`src/rtl/mac_rx_arbiter_if.sv`:
```
// Output byte stream of mac_rx_arbiter toward the switch ingress.
//   o_valid/o_ready : ready/valid handshake, byte accepted when both high
//   o_data          : frame byte
//   o_sof/o_eof     : first/last byte of the frame
//   o_err           : descriptor error flag, meaningful with o_eof
//   o_port          : source MAC port of the current frame
// master = arbiter side, slave = switch ingress side.
interface mac_rx_arbiter_if #(
  parameter int unsigned PW = 2
);
  logic          o_valid;
  logic          o_ready;
  logic [7:0]    o_data;
  logic          o_sof;
  logic          o_eof;
  logic          o_err;
  logic [PW-1:0] o_port;

  modport master (
    output o_valid, o_data, o_sof, o_eof, o_err, o_port,
    input  o_ready
  );

  modport slave (
    input  o_valid, o_data, o_sof, o_eof, o_err, o_port,
    output o_ready
  );
endinterface

```
`src/rtl/mac_rx_arbiter.sv`:
```
// Frame-granular round-robin scheduler draining NPORTS MAC receive FIFO
// pairs (descriptor FIFO + byte FIFO) into one byte stream.
//   clk_sys, rst_sys : system clock, synchronous active-high reset
//   ptr_fifo_*       : per-port descriptor FIFOs (1-cycle read latency)
//   data_fifo_*      : per-port byte FIFOs (1-cycle read latency)
//   out_if           : output byte stream (mac_rx_arbiter_if.master)
// Build option: define MAC_ARB_ERR_DROP_EN to silently drain frames whose
// descriptor has err=1 instead of forwarding them.
module mac_rx_arbiter #(
  parameter int unsigned NPORTS = 4,
  parameter int unsigned PW     = 2
) (
  input  logic                 clk_sys,
  input  logic                 rst_sys,
  input  logic [NPORTS-1:0]    ptr_fifo_empty,
  output logic [NPORTS-1:0]    ptr_fifo_rd,
  input  logic [16*NPORTS-1:0] ptr_fifo_dout,
  output logic [NPORTS-1:0]    data_fifo_rd,
  input  logic [8*NPORTS-1:0]  data_fifo_dout,
  mac_rx_arbiter_if.master     out_if
);

  localparam int unsigned LW = 11;

  typedef enum logic [2:0] {
    ST_IDLE,
    ST_PLAT,
    ST_XFER,
    ST_DONE
`ifdef MAC_ARB_ERR_DROP_EN
    , ST_DROP
`endif
  } state_e;

  typedef struct packed {
    logic sof;
    logic eof;
    logic err;
  } tag_t;

  typedef struct packed {
    logic [7:0] data;
    logic       sof;
    logic       eof;
    logic       err;
  } entry_t;

  state_e          state_q, state_d;
  logic [PW-1:0]   rr_q, rr_d;
  logic [PW-1:0]   grant_q, grant_d;
  logic [LW-1:0]   rem_q, rem_d;
  logic            err_q, err_d;
  logic            inflight_q;
  tag_t            tag_q;
  entry_t          skid_q [2];
  logic            wr_ptr_q, rd_ptr_q;
  logic [1:0]      cnt_q;

  logic [15:0]     ptr_word_c [NPORTS];
  logic [7:0]      byte_word_c [NPORTS];
  logic [3:0]      rsvd_c;
  logic            unused_rsvd_c;
  logic [PW-1:0]   cand_c, pick_c;
  logic            found_c;
  logic [NPORTS-1:0] ptr_rd_c;
  logic            data_rd_c;
  tag_t            tag_c;
  logic [LW-1:0]   cur_len_c;
  logic            cur_err_c;
  entry_t          head_c;
  logic            valid_c, pop_c, wr_c, room_c;
  logic [2:0]      occ_c;

  // Per-port views of the packed FIFO read buses.
  always_comb begin
    rsvd_c = '0;
    for (int unsigned p = 0; p < NPORTS; p++) begin
      ptr_word_c[p]  = ptr_fifo_dout[16*p +: 16];
      byte_word_c[p] = data_fifo_dout[8*p +: 8];
      rsvd_c         = rsvd_c | ptr_fifo_dout[16*p+11 +: 4];
    end
  end
  assign unused_rsvd_c = ^rsvd_c;

  // First non-empty descriptor FIFO at or after the rr pointer, with wrap.
  always_comb begin
    found_c = 1'b0;
    pick_c  = '0;
    cand_c  = '0;
    for (int unsigned i = 0; i < NPORTS; i++) begin
      cand_c = PW'((32'(rr_q) + i) % NPORTS);
      if (!found_c && !ptr_fifo_empty[cand_c]) begin
        found_c = 1'b1;
        pick_c  = cand_c;
      end
    end
  end

  assign cur_len_c = ptr_word_c[grant_q][LW-1:0];
  assign cur_err_c = ptr_word_c[grant_q][15];

  // Skid buffer head and handshake.
  assign head_c  = skid_q[rd_ptr_q];
  assign valid_c = (cnt_q != 2'd0);
  assign pop_c   = valid_c && out_if.o_ready;
  assign wr_c    = inflight_q && (state_q == ST_XFER);
  // Slots committed next cycle; a pop this cycle frees one, which keeps
  // 1 byte/cycle flowing with only two entries.
  assign occ_c   = 3'(cnt_q) + 3'(inflight_q) - 3'(pop_c);
  assign room_c  = (occ_c < 3'd2);

  // Next-state and FIFO read strobes.
  always_comb begin
    state_d   = state_q;
    rr_d      = rr_q;
    grant_d   = grant_q;
    rem_d     = rem_q;
    err_d     = err_q;
    ptr_rd_c  = '0;
    data_rd_c = 1'b0;
    tag_c     = '0;
    case (state_q)
      ST_IDLE: begin
        if (found_c) begin
          ptr_rd_c = NPORTS'(1) << pick_c;
          grant_d  = pick_c;
          state_d  = ST_PLAT;
        end
      end
      ST_PLAT: begin
        err_d = cur_err_c;
        rem_d = cur_len_c;
        if (cur_len_c == '0) begin
          state_d = ST_DONE;
        end else begin
          // First byte is fetched here so the first o_valid lands three
          // cycles after the descriptor pop.
          data_rd_c = 1'b1;
          tag_c.sof = 1'b1;
          tag_c.eof = (cur_len_c == LW'(1));
          tag_c.err = (cur_len_c == LW'(1)) && cur_err_c;
          rem_d     = cur_len_c - LW'(1);
`ifdef MAC_ARB_ERR_DROP_EN
          state_d   = cur_err_c ? ST_DROP : ST_XFER;
`else
          state_d   = ST_XFER;
`endif
        end
      end
      ST_XFER: begin
        if ((rem_q != '0) && room_c) begin
          data_rd_c = 1'b1;
          tag_c.eof = (rem_q == LW'(1));
          tag_c.err = (rem_q == LW'(1)) && err_q;
          rem_d     = rem_q - LW'(1);
        end
        if (pop_c && head_c.eof) begin
          state_d = ST_DONE;
        end
      end
`ifdef MAC_ARB_ERR_DROP_EN
      ST_DROP: begin
        if (rem_q != '0) begin
          data_rd_c = 1'b1;
          rem_d     = rem_q - LW'(1);
        end else if (!inflight_q) begin
          state_d = ST_DONE;
        end
      end
`endif
      ST_DONE: begin
        rr_d    = (grant_q == PW'(NPORTS-1)) ? '0 : grant_q + PW'(1);
        state_d = ST_IDLE;
      end
      default: begin
        state_d = ST_IDLE;
      end
    endcase
  end

  // Read strobes are forced low while reset is asserted.
  assign ptr_fifo_rd  = rst_sys ? '0 : ptr_rd_c;
  assign data_fifo_rd = (rst_sys || !data_rd_c) ? '0 : (NPORTS'(1) << grant_q);

  // State, counters and skid buffer.
  always_ff @(posedge clk_sys) begin
    if (rst_sys) begin
      state_q    <= ST_IDLE;
      rr_q       <= '0;
      grant_q    <= '0;
      rem_q      <= '0;
      err_q      <= 1'b0;
      inflight_q <= 1'b0;
      tag_q      <= '0;
      skid_q[0]  <= '0;
      skid_q[1]  <= '0;
      wr_ptr_q   <= 1'b0;
      rd_ptr_q   <= 1'b0;
      cnt_q      <= '0;
    end else begin
      state_q    <= state_d;
      rr_q       <= rr_d;
      grant_q    <= grant_d;
      rem_q      <= rem_d;
      err_q      <= err_d;
      inflight_q <= data_rd_c;
      tag_q      <= tag_c;
      if (wr_c) begin
        skid_q[wr_ptr_q] <= '{data: byte_word_c[grant_q], sof: tag_q.sof,
                              eof: tag_q.eof, err: tag_q.err};
        wr_ptr_q <= ~wr_ptr_q;
      end
      if (pop_c) begin
        rd_ptr_q <= ~rd_ptr_q;
      end
      cnt_q <= cnt_q + 2'(wr_c) - 2'(pop_c);
    end
  end

  // Flags are qualified by valid so stale skid entries never show.
  assign out_if.o_valid = valid_c;
  assign out_if.o_data  = head_c.data;
  assign out_if.o_sof   = valid_c && head_c.sof;
  assign out_if.o_eof   = valid_c && head_c.eof;
  assign out_if.o_err   = valid_c && head_c.err;
  assign out_if.o_port  = grant_q;

endmodule

```
`src/flat_wrapper.sv`:
```
// flat-port wrapper written by rule: the top's interface ports become plain ports
module mac_rx_arbiter_flat 
#(
  parameter int unsigned NPORTS = 4,
  parameter int unsigned PW     = 2
)
  (clk_sys, rst_sys, ptr_fifo_empty, ptr_fifo_rd, ptr_fifo_dout, data_fifo_rd, data_fifo_dout, out_if_o_valid, out_if_o_data, out_if_o_sof, out_if_o_eof, out_if_o_err, out_if_o_port, out_if_o_ready);
  mac_rx_arbiter_if #(.PW(PW)) out_if_i ();
  input  logic clk_sys;
  input  logic rst_sys;
  input  logic [NPORTS-1:0] ptr_fifo_empty;
  output logic [NPORTS-1:0] ptr_fifo_rd;
  input  logic [16*NPORTS-1:0] ptr_fifo_dout;
  output logic [NPORTS-1:0] data_fifo_rd;
  input  logic [8*NPORTS-1:0] data_fifo_dout;
  output wire logic [$bits(out_if_i.o_valid)-1:0] out_if_o_valid;
  output wire logic [$bits(out_if_i.o_data)-1:0] out_if_o_data;
  output wire logic [$bits(out_if_i.o_sof)-1:0] out_if_o_sof;
  output wire logic [$bits(out_if_i.o_eof)-1:0] out_if_o_eof;
  output wire logic [$bits(out_if_i.o_err)-1:0] out_if_o_err;
  output wire logic [$bits(out_if_i.o_port)-1:0] out_if_o_port;
  input wire logic [$bits(out_if_i.o_ready)-1:0] out_if_o_ready;
  assign out_if_o_valid = out_if_i.o_valid;
  assign out_if_o_data = out_if_i.o_data;
  assign out_if_o_sof = out_if_i.o_sof;
  assign out_if_o_eof = out_if_i.o_eof;
  assign out_if_o_err = out_if_i.o_err;
  assign out_if_o_port = out_if_i.o_port;
  assign out_if_i.o_ready = out_if_o_ready;
  mac_rx_arbiter #(.NPORTS(NPORTS), .PW(PW)) u_core (.clk_sys(clk_sys), .rst_sys(rst_sys), .ptr_fifo_empty(ptr_fifo_empty), .ptr_fifo_rd(ptr_fifo_rd), .ptr_fifo_dout(ptr_fifo_dout), .data_fifo_rd(data_fifo_rd), .data_fifo_dout(data_fifo_dout), .out_if(out_if_i));
endmodule
```
`config.mk`:
```
export PLATFORM = sky130hd
export DESIGN_NAME = mac_rx_arbiter_flat
export DESIGN_NICKNAME = d
export VERILOG_FILES = /design/src/rtl/mac_rx_arbiter_if.sv /design/src/rtl/mac_rx_arbiter.sv /design/src/flat_wrapper.sv
export SDC_FILE = /design/constraint.sdc
export NUM_CORES = 1
export LEC_CHECK = 0
export ABC_AREA = 0
export CAP_MARGIN = 20
export CORE_ASPECT_RATIO = 1.2
export CORE_MARGIN = 2
export CORE_UTILIZATION = 45
export CTS_CLUSTER_DIAMETER = 50
export DETAILED_ROUTE_END_ITERATION = 16
export PLACE_DENSITY = 0.81
export SYNTH_ARGS = -nofsm -noshare
export SYNTH_HDL_FRONTEND = slang
export SYNTH_SLANG_ARGS = --single-unit
export TNS_END_PERCENT = 10
```
`constraint.sdc`:
```
create_clock -name clk_sys -period 4.4 [get_ports clk_sys]
set_input_delay 1.1 -clock clk_sys [delete_from_list [all_inputs] [get_ports clk_sys]]
set_output_delay 1.1 -clock clk_sys [all_outputs]
set_load 0.05 [all_outputs]
```
==> reports/results.ini <==
[outcome]
status = complete, no violations

[pwr]
power_mw = 2.436
leakagePower_nw = 1.869
power_frac_seq_pct = 28.3
clkPwrFrac_pct = 11.9
ir_worst_vdd_mv = 0.3991
power_frac_comb_pct = 59.8
p_int_mw = 1.318
switching_power_mw = 1.118
netSwitchingFraction_pct = 45.90
power_density_nw_per_um2 = 502.5

[worst_setup_path]
endpoint_kind = primary output
slowest_stage = mux4_2
critPathRequiredTime_ns = 3.30
path_max_fanout = 5
r2r-end = u_core.rem_q[7]
max_stage_delay_ns = 0.48
cp-start-kind = input port
crit_top_cell = inv_1
arrival_ns = 3.19
crit_type = input port to primary output
r2r_cells = 7
rrSetupSlack_ns = 1.42
worstPathCellList = clkdlybuf4s50_1 -> mux4_2 -> inv_1 -> ha_2 -> inv_1 -> nor3_2 -> nand3_1 -> a21o_1 -> and3_1 -> buf_6
r2r-start = u_core.out_if.o_port[0]

[grt]
grt_antenna_before_repair = 0
use_met1_pct = 28.49
top_usage_layer = met2
grt_usage_pct = 22.85
overflow = 0
met3_usage_pct = 2.988
grt_pass1_wl_um = 15640
grt_max_degree = 19
grt_pass1_vias = 3227
use_met2_pct = 41.42

[yosys]
syn_area_sq_um = 3432
yosys_warnings = 0
yosysSeqAreaShare_pct = 35.00
avgSynthCellArea_sq_um = 9.948
synthesis.nets = 465
synth_edf_count = 22
ys.flop_type = dfxtp_1
ys_top_cells_by_area = edfxtp_1, dfxtp_1, mux4_2, ha_1, nor2_1
synth_top_cell_by_area = edfxtp_1
ys_ff_latch = 49
syn_inst = 345
async_reset_ff_share_pct = 0
synth_cell_types = 53
netlist.area_leader.share_pct = 19.25

[final_layout]
post-route-util_pct = 66.26
area_growth_pct = 41.27
diodes = 0
n_fill_cell = 617
drive_gt1_share_pct = 16.52
layout.nets = 585

[die]
std_cell_rows = 34
start_util_pct = 46.90
die_x_um = 83.72
core_sq_um = 7317
dieArea_sq_um = 8344
die_h_um = 99.67
pin_count = 125

[clock_tree]
clockBufferDepth = 2
clockRootBuffer = clkbuf_8
htreeDepth = 2
clk_pin_slew_ns = 0.09
cts_hold_buf = 0
clkLatencyLatePin_ns = 0.32
clock-sinks = 49
cts_tree = built
cts_buffers = 5

[sta]
slew_viol_final = 0
relSlewSlack_pct = 33.53
fin_tns_setup_ns = 0
tightest_slew_ns = 0.9894
fin_crit_ns = 4.287
holdWs_ns = 0.5202
setup_ws_ns = 0.1131
fmax_mhz = 233.3
finalHoldViolCount = 0
finalCritPeriodShare_pct = 97.43
finClkSkew_ns = 0.01015
setup_viol = 0

[place]
io_buffers = 108
post-place-ws_ns = 0.01025
hpwl_um = 7468
routabilityCongestion = 0.8894

[hold_path]
hold_start = u_core.err_q
holdPathStages = 2
hold_end = u_core.err_q
holdCritPathClass = flip-flop to flip-flop

[flow_run]
maxCapViolCount = 0

[route]
wire_per_inst_um = 16.98
ant_nets = 0
vias = 3204
drc_errors = 0
first_iter_violations = 218
vias_per_cell = 5.763
first_pass_iters = 4
wirelength_um = 9441

-- cells in the final DEF, fill, tap and decap left out, types with 4 or more instances in the layout --
cell type | netlist | layout
a21oi_1 | 16 | 16
o21ai_0 | 13 | 13
nand2_1 | 14 | 14
clkbuf_8 | 0 | 5
buf_6 | 1 | 4
mux4_2 | 20 | 20
nor2b_1 | 7 | 7
nor4_1 | 9 | 9
nand4_1 | 5 | 5
mux2_2 | 9 | 9
o21a_1 | 4 | 4
ha_1 | 16 | 15
xor2_1 | 6 | 6
nor3_1 | 12 | 11
mux2i_1 | 10 | 10
nand3_1 | 6 | 6
clkdlybuf4s50_1 | 0 | 100
edfxtp_1 | 22 | 22
and2_1 | 13 | 13
dfxtp_1 | 27 | 27
nor2_1 | 34 | 33
inv_1 | 19 | 18
and3_1 | 18 | 18
buf_4 | 1 | 23
-- routing by layer --
| layer | up-vias | share of wire, % | wire length [um] |
|---|---|---|---|
| met5 | - | 0 | 0 |
| met4 | 0 | 2.2 | 212 |
| met3 | 21 | 5.9 | 559 |
| met2 | 129 | 53 | 5002 |
| met1 | 1509 | 39 | 3667 |
| li1 | 1545 | - | - |
-- power groups by stage --
stage          Clock (mW)  Sequential [mW]  Combinational (mW)
2_1_floorplan           0            0.662               0.993
5_1_grt             0.313            0.703                1.60
3_3_place_gp            0            0.689                1.38
3_5_place_dp            0            0.696                1.42
4_1_cts             0.290            0.686                1.42
6_report            0.290            0.689                1.46
-- cells by family (layout without fill, tap and decap cells) --
| logic type | after synthesis | count (layout) | share of synthesized area [%] |
|---|---|---|---|
| XOR/XNOR | 10 | 10 | 2.552 |
| multiplexers | 39 | 39 | 18.99 |
| flip-flops | 49 | 49 | 35.00 |
| AND/OR/NAND/NOR | 128 | 128 | 19.80 |
| adder cells (fa/ha/maj) | 17 | 17 | 6.416 |
| buffers and inverters | 36 | 157 | 4.302 |
| AO/OA/AOI/OAI | 66 | 66 | 12.94 |
-- worst max-delay path: cells and delay by family --
kind,cells,cell delay (ns)
mux,1,0.48
fa+ha+maj,1,0.18
simple gates,3,0.46
compound gates,1,0.26
buf+inv,4,0.70
-- cells in the mapped netlist (3+ instances only) --
cell / count
mux4_2: 20
and2_1: 13
nand2_1: 14
buf_1: 4
nor2b_1: 7
edfxtp_1: 22
clkbuf_1: 9
xnor2_1: 4
nor4_1: 9
o22ai_1: 3
or4_1: 3
inv_1: 19
nand3_1: 6
o21ai_0: 13
xor2_1: 6
a21oi_1: 16
dfxtp_1: 27
nor2_1: 34
nor3_1: 12
and3_1: 18
a311oi_1: 3
a211oi_1: 3
nand4_1: 5
mux2i_1: 10
a21boi_0: 3
o21a_1: 4
o311ai_0: 3
ha_1: 16
mux2_2: 9
-- how the worst max path moves through the flow --
stage                      start              end  slack, ns
2_1_floorplan  ptr_fifo_dout[48]  data_fifo_rd[0]       0.08
3_3_place_gp   ptr_fifo_dout[48]  data_fifo_rd[1]       0.05
3_5_place_dp    ptr_fifo_dout[0]  data_fifo_rd[3]       0.01
4_1_cts         ptr_fifo_dout[0]  data_fifo_rd[2]      0.006
5_1_grt        ptr_fifo_dout[48]  data_fifo_rd[1]      -0.04
6_report       ptr_fifo_dout[49]  data_fifo_rd[1]       0.11
-- registers in the layout, summed over array words and instances (netlist names), named ones only --
| register | flops |
|---|---|
| u_core.inflight_q | 1 |
| u_core.tag_q | 3 |
| u_core.state_q | 2 |
| u_core.skid_q | 22 |
| u_core.rr_q | 2 |
| u_core.out_if.o_port | 2 |
| u_core.err_q | 1 |
| u_core.rd_ptr_q | 1 |
| u_core.rem_q | 11 |
| u_core.cnt_q | 2 |
| u_core.wr_ptr_q | 1 |
-- through the flow --
step / std cells / instance area [sq um]
3_5_place_dp: 547 / 4708
6_report: 556 / 4848
4_1_cts: 555 / 4806
3_3_place_gp: 547 / 4708
2_1_floorplan: 345 / 3432
5_1_grt: 556 / 4848
-- repair_timing --
item / in CTS / in global routing
setup buffers: 0 / 1
hold endpoints to repair: 0 / 0
endpoints found under the setup margin: 0 / 4
resized for setup: 0 / 10
-- final cells by class --
cell class	count	area, sq um	share of cell area (%)
multi-input cells	260	2103	43.38
well taps	90	112.6	2.323
clock inverters	3	28.78	0.5935
repair buffers	129	1259	25.96
flip-flops and latches	49	1201	24.77
clock buffers	5	68.82	1.419
inverters	20	75.07	1.548
(Power assumes the default switching activity.)
